--- src/rtl/leitor_mem_pkg.sv ---
// Shared types and default sizing for the leitor_mem burst reader.
package leitor_mem_pkg;

    localparam int DEFAULT_WIDTH = 8;
    localparam int DEFAULT_DEPTH = 8;

    // Reader FSM: issue address, wait for registered read data, present word.
    typedef enum logic [1:0] {
        IDLE = 2'd0,
        ADDR = 2'd1,
        WAIT = 2'd2,
        OUT  = 2'd3
    } state_t;

endpackage

--- src/rtl/leitor_mem_ptr.sv ---
// Burst address pointer (wraps modulo DEPTH) and remaining-word counter.
module leitor_mem_ptr #(
    parameter int DEPTH  = 8,
    parameter int ADDR_W = $clog2(DEPTH)
) (
    input  logic              clk,
    input  logic              reset,
    input  logic              load,
    input  logic [ADDR_W-1:0] load_base,
    input  logic [ADDR_W:0]   load_count,
    input  logic              advance,
    output logic [ADDR_W-1:0] ptr,
    output logic              last_word
);

    logic [ADDR_W-1:0] ptr_q, ptr_d;
    logic [ADDR_W:0]   remaining_q, remaining_d;

    // Next pointer/count: load on accepted start, step once per delivered word.
    always_comb begin
        ptr_d       = ptr_q;
        remaining_d = remaining_q;
        if (load) begin
            ptr_d       = load_base;
            remaining_d = load_count;
        end else if (advance) begin
            // DEPTH is a power of two, so natural overflow gives the wrap to 0.
            ptr_d = ptr_q + ADDR_W'(1);
            if (remaining_q != '0) begin
                remaining_d = remaining_q - (ADDR_W+1)'(1);
            end
        end
    end

    // Pointer and count registers.
    always_ff @(posedge clk or posedge reset) begin
        if (reset) begin
            ptr_q       <= '0;
            remaining_q <= '0;
        end else begin
            ptr_q       <= ptr_d;
            remaining_q <= remaining_d;
        end
    end

    assign ptr       = ptr_q;
    assign last_word = (remaining_q == (ADDR_W+1)'(1));

endmodule

--- src/rtl/leitor_mem.sv ---
// Burst memory reader: reads rd_count words starting at rd_base from a bank
// with one-cycle registered read latency and streams them downstream with a
// valid/ready handshake. Optional running checksum of delivered words is
// enabled by defining LEITOR_MEM_CHECKSUM_EN.
module leitor_mem
    import leitor_mem_pkg::*;
#(
    parameter int WIDTH = DEFAULT_WIDTH,
    parameter int DEPTH = DEFAULT_DEPTH
) (
    input  logic                       clk,
    input  logic                       reset,
    input  logic                       start,
    input  logic [$clog2(DEPTH)-1:0]   rd_base,
    input  logic [$clog2(DEPTH):0]     rd_count,
    output logic [$clog2(DEPTH)-1:0]   mem_addr,
    output logic                       mem_rd_en,
    input  logic [WIDTH-1:0]           mem_q,
    output logic [WIDTH-1:0]           out_data,
    output logic                       out_valid,
    input  logic                       out_ready,
    output logic                       out_last,
    output logic                       busy,
    output logic                       done
`ifdef LEITOR_MEM_CHECKSUM_EN
    ,
    output logic [WIDTH-1:0]           checksum
`endif
);

    localparam int ADDR_W = $clog2(DEPTH);
    localparam logic [ADDR_W:0] DEPTH_CNT = (ADDR_W+1)'(DEPTH);

    state_t            state_q, state_d;
    logic [WIDTH-1:0]  out_data_q, out_data_d;
    logic              done_q, done_d;

    logic [ADDR_W:0]   count_clamped;
    logic              start_accept;
    logic              xfer;
    logic [ADDR_W-1:0] ptr;
    logic              last_word;

    // Requests longer than the bank are read as one full pass.
    assign count_clamped = (rd_count > DEPTH_CNT) ? DEPTH_CNT : rd_count;
    assign start_accept  = (state_q == IDLE) && start;
    assign xfer          = (state_q == OUT) && out_ready;

    leitor_mem_ptr #(
        .DEPTH  (DEPTH),
        .ADDR_W (ADDR_W)
    ) u_ptr (
        .clk        (clk),
        .reset      (reset),
        .load       (start_accept),
        .load_base  (rd_base),
        .load_count (count_clamped),
        .advance    (xfer),
        .ptr        (ptr),
        .last_word  (last_word)
    );

    // FSM next state, read-data capture and completion pulse.
    always_comb begin
        state_d    = state_q;
        out_data_d = out_data_q;
        done_d     = 1'b0;
        unique case (state_q)
            IDLE: begin
                if (start) begin
                    if (count_clamped == '0) begin
                        // Empty burst completes immediately.
                        done_d = 1'b1;
                    end else begin
                        state_d = ADDR;
                    end
                end
            end
            ADDR: begin
                state_d = WAIT;
            end
            WAIT: begin
                // Bank output is valid one cycle after the strobe.
                out_data_d = mem_q;
                state_d    = OUT;
            end
            OUT: begin
                if (out_ready) begin
                    if (last_word) begin
                        state_d = IDLE;
                        done_d  = 1'b1;
                    end else begin
                        state_d = ADDR;
                    end
                end
            end
            default: begin
                state_d = IDLE;
            end
        endcase
    end

    // State, output word and done registers.
    always_ff @(posedge clk or posedge reset) begin
        if (reset) begin
            state_q    <= IDLE;
            out_data_q <= '0;
            done_q     <= 1'b0;
        end else begin
            state_q    <= state_d;
            out_data_q <= out_data_d;
            done_q     <= done_d;
        end
    end

    // Outputs decoded from the registered state, so reset forces them low.
    assign mem_rd_en = (state_q == ADDR);
    assign mem_addr  = mem_rd_en ? ptr : '0;
    assign out_valid = (state_q == OUT);
    assign out_last  = out_valid && last_word;
    assign out_data  = out_data_q;
    assign busy      = (state_q != IDLE);
    assign done      = done_q;

`ifdef LEITOR_MEM_CHECKSUM_EN
    logic [WIDTH-1:0] checksum_q, checksum_d;

    // Running sum of delivered words, restarted by each accepted start.
    always_comb begin
        checksum_d = checksum_q;
        if (start_accept) begin
            checksum_d = '0;
        end else if (xfer) begin
            checksum_d = checksum_q + out_data_q;
        end
    end

    // Checksum register.
    always_ff @(posedge clk or posedge reset) begin
        if (reset) begin
            checksum_q <= '0;
        end else begin
            checksum_q <= checksum_d;
        end
    end

    assign checksum = checksum_q;
`endif

endmodule

--- config.mk ---
export PLATFORM = sky130hd
export DESIGN_NAME = leitor_mem
export DESIGN_NICKNAME = d
export VERILOG_FILES = /design/src/rtl/leitor_mem_pkg.sv /design/src/rtl/leitor_mem_ptr.sv /design/src/rtl/leitor_mem.sv
export SDC_FILE = /design/constraint.sdc
export NUM_CORES = 1
export LEC_CHECK = 0
export BUFFER_PORTS_ARGS = -buffer_cell sky130_fd_sc_hd__buf_2
export CORE_MARGIN = 4
export CORE_UTILIZATION = 51
export DETAILED_ROUTE_END_ITERATION = 6
export PLACE_DENSITY = 0.88
export SETUP_SLACK_MARGIN = 0.3
export SLEW_MARGIN = 20
export SYNTH_ARGS = -nofsm -noshare
export SYNTH_HDL_FRONTEND = slang
export SYNTH_HIERARCHICAL = 1
export SYNTH_SLANG_ARGS = --single-unit
--- constraint.sdc ---
create_clock -name clk -period 3.3 [get_ports clk]
set_clock_uncertainty 0.1 [all_clocks]
set_input_delay 0.165 -clock clk [delete_from_list [all_inputs] [get_ports clk]]
set_output_delay 0.165 -clock clk [all_outputs]
set_load 0.02 [all_outputs]
==> results of run 1 <==
-- synthesized netlist by cell type, types with 2 or more instances --
library cell,instances
and2b_2,3
buf_6,2
ha_1,9
nor3b_1,2
a21oi_1,4
o21ai_0,4
mux2_2,8
inv_1,10
dfrtp_1,18
o311ai_0,2
and2_1,6
nor2b_1,3
mux2i_1,2
nand2_1,12
-- critical path, delay by kind of cell, from the launching register on --
family / cells / cell delay (ps)
fa+ha+maj: 1 / 270
simple gates: 2 / 610
mux: 1 / 150
buf+inv: 1 / 140
flops: 1 / 450
compound gates: 1 / 150
-- sequential cells by signal, indices dropped and copies added, names as in the netlist --
register,flops
out_data,8
u_ptr/remaining_q,4
state_q,2
u_ptr/ptr,3
done,1
-- power groups by stage --
stage | Sequential, W | Combinational, W | Clock [W]
4_1_cts | 0.000411 | 0.000657 | 0.000133
3_5_place_dp | 0.000415 | 0.000652 | 0
2_1_floorplan | 0.000464 | 0.000442 | 0
6_report | 0.000412 | 0.000654 | 0.000132
3_3_place_gp | 0.000404 | 0.000630 | 0
5_1_grt | 0.000425 | 0.000722 | 0.000148
-- metrics by stage --
stage	hold slack, ps	cell area [um^2]	util [%]	std cells	setup WS, ps
final	-3.60	1350	67.6	167	1280
after global routing	1.88	1350	67.6	167	1050
after CTS	2.42	1310	65.6	163	1290
after detailed placement	15.1	1260	62.8	157	1310
after global placement	20.7	1260	62.8	157	1460
after floorplan	-132	1090	-	101	1570
-- worst max-delay path by stage --
stage	startpoint	endpoint	slack [ps]
floorplan	state_q[1]	u_ptr/remaining_q[3]	1570
global placement	state_q[0]	u_ptr/remaining_q[0]	1460
detailed placement	state_q[0]	u_ptr/remaining_q[0]	1310
CTS	state_q[0]	u_ptr/remaining_q[0]	1290
global route	state_q[1]	u_ptr/remaining_q[0]	1050
finish	state_q[1]	u_ptr/remaining_q[0]	1280
-- area by class of cell --
type | count | area, um^2
fill | 166 | 648
multi-input combinational | 68 | 566
sequential | 18 | 450
timing repair buffer | 40 | 230
inverter | 10 | 37.5
clock buffer | 4 | 36.3
tap | 27 | 33.8
-- cells by family after synthesis --
logic type | after synthesis | share of synthesized area (%)
buffers and inverters | 15 | 6.77
muxes | 10 | 10.1
xor gates and xnor gates | 2 | 1.61
and+or+nand+nor | 30 | 17.3
DFF | 18 | 41.3
adders and majority gates | 9 | 10.3
AOI/OAI and AO/OA | 17 | 12.5
-- layer usage --
| metal | vias up | routed length [um] | GRT usage (%) |
|---|---|---|---|
| met5 | - | 0 | 0 |
| met3 | 2 | 133 | 1.63 |
| met2 | 24 | 972 | 24.9 |
| met4 | 0 | 34 | 7.47 |
| met1 | 408 | 972 | 19.9 |
| li1 | 419 | - | - |
-- placed cells by master (no fill, tap or decap) --
cell type      count
o21ai_1            1
xnor2_1            1
or3b_4             1
dfrtp_1           18
a211oi_1           1
buf_2             34
clkbuf_4           3
xor2_1             1
inv_1             10
nor2b_1            3
nor3b_1            2
and2_1             6
o21ai_0            4
nor3_1             1
a21oi_1            4
o311ai_0           2
a211o_2            1
o21ai_2            1
nor4b_1            1
a22oi_2            1
clkbuf_8           1
mux2i_1            2
a31o_1             1
nor4_4             1
a221oi_4           1
and2b_2            3
dlygate4sd3_1      6
mux2_2             8
nand2_1           12
ha_1               9
==> run_results.csv, run 1 <==
group,metric,value,unit
run_status,status,"complete, but fails checks",
run_status,violations,"negative hold slack",
timing,timing.slew.headroom,63.3,%
logic_synthesis,yosysWarnings,6,
setup_path,cp-end-kind,"flop",
logic_synthesis,syn_area_per_cell,10.8,um^2
setup_path,crit_slowest_cell,"and2_1",
cts,cts_setup_buffers,0,
setup_path,r2r-end,"u_ptr/remaining_q[0]",
floorplanning,die_w,54.2,um
logic_synthesis,synth_top_area_cell,"dfrtp_1",
routing,firstDrtPassIters,2,
worst_hold_path,hold_depth,3,
timing,max_freq,0.495,GHz
timing,hold_ws,-3.60,ps
power,swShare,42.7,%
floorplanning,core,0.00200,mm^2
cts,cts.sinks,18,
routing,antenna_left,0,
routing,drc_errors,0,
grt,grt_max_degree,19,
worst_hold_path,holdPathEnd,"u_ptr/ptr[2]",
worst_hold_path,holdCritPathClass,"in2reg",
timing,finalCritPeriodShare,61.2,%
layout,area_growth,24.2,%
cts,ctsResizeCount,0,
cts,clk_pin_slew_worst_paths,100,ps
placed_design,gp_congestion,0.792,
floorplanning,die_h,54.2,um
floorplanning,row_count,16,
routing,drt_iter0_markers,6,
timing,finalHoldViolations,1,
cts,htree_num_levels,1,
worst_hold_path,worstHoldStart,"rd_base[2]",
logic_synthesis,synth_top_cell_area_share,41.3,%
logic_synthesis,synth_cell_types,30,
power,leakagePower,0.652,nW
logic_synthesis,async_flop_share,100,%
setup_path,r2r-start,"state_q[1]",
power,p_total,0.00120,W
grt,globalRouteOverflowTotal,0,
power,p_sw,0.000512,W
floorplanning,initial_utilization,54.4,%
routing,routed_via_density,5.11,
timing,fin_tns_setup,0,ps
setup_path,worstSetupPathType,"reg2reg",
power,p_int,0.000686,W
logic_synthesis,synth_ff_type,"dfrtp_1",
logic_synthesis,yosysSeqAreaShare,41.3,%
timing,maxSlewViolCount,0,
cts,insertion_delay,280,ps
logic_synthesis,synth_fp_nets,129,
layout,drive_above_1_share,39.3,%
logic_synthesis,ys_seq_elements,18,
routing,avgRoutedWirePerCell,12.7,um
power,powerDensity,885,mW/mm^2
routing,vias,853,
floorplanning,io_pins,35,
cts,holdBufCountCts,2,
setup_path,startpoint_type,"flop",
setup_path,path_cells,"inv_1, ha_1, and2_1, nor3b_1, mux2i_1, o311ai_0",
setup_path,r2r_slack,1280,ps
cts,cts_buffer_depth,2,
power,vdd_drop_max,509,uV
timing,period_needed,2020,ps
cts,cts_tree,"done",
setup_path,critPathArrivalTime,2050,ps
power,clock_power_share,11.0,%
grt,grtUsageTotal,15.2,%
layout,nets,169,
grt,grt_pass1_vias,753,
setup_path,path_max_fanout,18,
power,p_seq_share,34.4,%
logic_synthesis,synth_edf_count,0,
power,p_comb_share,54.6,%
placed_design,io_buffers,34,
timing,finalSetupViolCount,0,
setup_path,required,3330,ps
logic_synthesis,synth.area.top_cells,"dfrtp_1 (41%), ha_1 (10%), mux2_2 (8.3%)",
placed_design,place_hpwl,1670,um
setup_path,rr_worst_depth,6,
floorplanning,die-area,0.00294,mm^2
routing,routed_wl,2110,um
setup_path,worst_path_largest_cell_delay,510,ps
timing,tightest_slew,550,ps
cts,cts_buffers,3,
logic_synthesis,syn_inst,101,
layout,diodes,0,
grt,grt_pass1_wl,3240,um
grt,antenna_found_initial,0,
run,cap_viol_max_count,0,
timing,rsz0062_at_grt,"no",
logic_synthesis,syn_area,0.00109,mm^2
cts,clock-root-buffer,"clkbuf_4",
Note: power is estimated with default switching activity, not from simulation.
==> inputs of run 2 (changes only) <==
Settings changed: CORE_ASPECT_RATIO from default to 0.6, CORE_UTILIZATION 51 to 45, PLACE_DENSITY 0.88 to 0.83.
Clock period 3.3 ns to 1.8 ns, I/O delays scaled along.
==> run 2 against run 1 <==
The flow now finishes without violations; clock power rose to 2.5 times the previous value; power rose to 2.6 times the previous value; wire length rose by 78%; largest cell class unchanged.
==> run_results.csv, run 2 (synthesis gave the netlist of run 1 again) <==
group,metric,value,unit
grt,grt_pass1_vias,1086,
floorplanning,core,0.00223,mm^2
timing,maxSlewViolCount,0,
layout,drive_above_1_share,62.0,%
layout,fillCellCount,115,
power,p_seq_share,26.2,%
run,cap_viol_max_count,0,
placed_design,gp_congestion,0.842,
grt,grtUsageTotal,21.6,%
routing,vias,1078,
cts,cts_buffer_depth,2,
worst_hold_path,worstHoldStart,"rd_count[0]",
routing,routed_via_density,5.50,
timing,finalHoldViolations,0,
setup_path,path_max_fanout,3,
routing,drc_errors,0,
setup_path,cp-end-kind,"flop",
cts,cts.sinks,18,
floorplanning,die-area,0.00330,mm^2
setup_path,r2r-start,"u_ptr/remaining_q[1]",
setup_path,startpoint_type,"flop",
routing,firstDrtPassIters,4,
layout,final_common_cell,"buf_2",
layout,largest_register_ffs,8,
power,clock_power_share,10.6,%
timing,rsz0062_at_grt,"yes",
setup_path,crit_start,"u_ptr/remaining_q[1]",
timing,max_freq,0.603,GHz
floorplanning,die_h,46.1,um
floorplanning,row_count,13,
routing,drt_iter0_markers,114,
timing,fin_tns_setup,0,ps
placed_design,place_hpwl,2080,um
power,leakagePower,0.798,nW
setup_path,crit_slowest_cell,"or3b_4",
floorplanning,io_pins,35,
timing,finalSetupViolCount,0,
timing,hold_ws,61.9,ps
layout,final_cell_mix,"buf_2 (31), buf_4 (17), dfrtp_1 (15)",
routing,wl_met2,1850,um
routing,top_layer_used,"met4",
power,p_sw,0.00134,W
power,powerDensity,1780,mW/mm^2
layout,diodes,0,
routing,wl_met3,235,um
layout,nets,195,
cts,htree_num_levels,1,
grt,antenna_found_initial,0,
floorplanning,initial_utilization,48.9,%
power,vdd_drop_max,1200,uV
power,swShare,42.8,%
routing,avgRoutedWirePerCell,19.2,um
timing,finalCritPeriodShare,92.2,%
layout,area_growth,61.4,%
routing,routed_wl,3770,um
grt,globalRouteOverflowTotal,0,
placed_design,pre_cts_ws,51.1,ps
grt,grt_max_degree,13,
timing,period_needed,1660,ps
cts,cts_tree,"done",
cts,cts_buffers,3,
placed_design,io_buffers,34,
routing,wl_met1,1510,um
routing,antenna_left,0,
power,p_int,0.00180,W
cts,clk_pin_slew_worst_paths,70,ps
setup_path,path_cells,"inv_2, ha_4, or3b_4, mux2i_2, o311ai_1",
timing,setup_ws,141,ps
floorplanning,die_w,71.5,um
setup_path,critPathArrivalTime,1680,ps
power,p_comb_share,63.1,%
setup_path,worst-path-buf-inv,1,
cts,clock-root-buffer,"clkbuf_8",
setup_path,worstSetupPathType,"reg2reg",
layout,fin_util,78.9,%
timing,tightest_slew,455,ps
setup_path,worst_path_largest_cell_delay,420,ps
grt,grt_pass1_wl,5240,um
worst_hold_path,holdCritPathClass,"in2reg",
run_status,status,"completed",
timing,timing.slew.headroom,69.7,%
setup_path,crit_family,"simple AND/OR/NAND/NOR gates",
setup_path,required,1820,ps
cts,insertion_delay,250,ps
[run 2: changes by cell type in the layout (fill, tap and decap cells not counted), moves of 4 or more]
cell | before | now
inv_1 | 10 | 6
ha_1 | 9 | 2
and2_4 | 0 | 4
ha_4 | 0 | 5
buf_6 | 0 | 5
and2_1 | 6 | 2
buf_4 | 0 | 17
dlygate4sd3_1 | 6 | 12
[run 2: layout make-up]
cell class	count	area (um^2)	share of cell area, %
Tap cell	30	37.5	2.13
Inverter	10	42.5	2.42
Clock buffer	4	55.1	3.13
Sequential cell	18	454	25.8
Multi-Input combinational cell	69	711	40.4
Timing Repair Buffer	65	459	26.1
[run 2: routing by layer]
layer	vias up	global-route usage, %
met4	0	9.74
met3	20	6.10
li1	471	-
met2	63	40.5
met5	-	0
met1	524	23.4
[run 2: worst paths after layout]
kind | cells past startpoint | slack (ps) | to
worst max-delay path | 5 | 140 | u_ptr/remaining_q[0]
worst min register to register | 1 | 430 | out_data[1]
worst min-delay path | 4 | 60 | done
max in group asynchronous | 3 | 940 | state_q[0]
worst max register to register | 5 | 140 | u_ptr/remaining_q[0]
min in group asynchronous | 3 | 280 | u_ptr/ptr[1]
[run 2: metrics by stage]
step	instance area [um^2]	total power, W	cells
floorplan	1140	0.00177	101
global placement	1320	0.00205	161
detailed placement	1320	0.00215	161
CTS	1600	0.00272	183
global route	1760	0.00331	196
finish	1760	0.00314	196
[run 2: what timing repair did]
action / in CTS / in global routing
pin swaps: 3 / 9
hold buffers: 12 / 0
cloned: 0 / 1
setup buffers: 6 / 12
endpoints found under the setup margin: 22 / 21
endpoints found under the hold margin: 29 / 0
resized for setup: 18 / 19
[run 2: worst register-to-register path, cell delays in order (launching register included)]
cell and delay, ps:
dfrtp_1 390, inv_2 120, ha_4 160, or3b_4 420
mux2i_2 200, o311ai_1 130
[run 2: power by group through the flow]
stage,Combinational [W],Sequential (W),Clock (W)
6_report,0.00198,0.000824,0.000333
5_1_grt,0.00212,0.000843,0.000352
4_1_cts,0.00160,0.000788,0.000335
3_5_place_dp,0.00135,0.000795,0
3_3_place_gp,0.00129,0.000769,0
2_1_floorplan,0.000897,0.000877,0
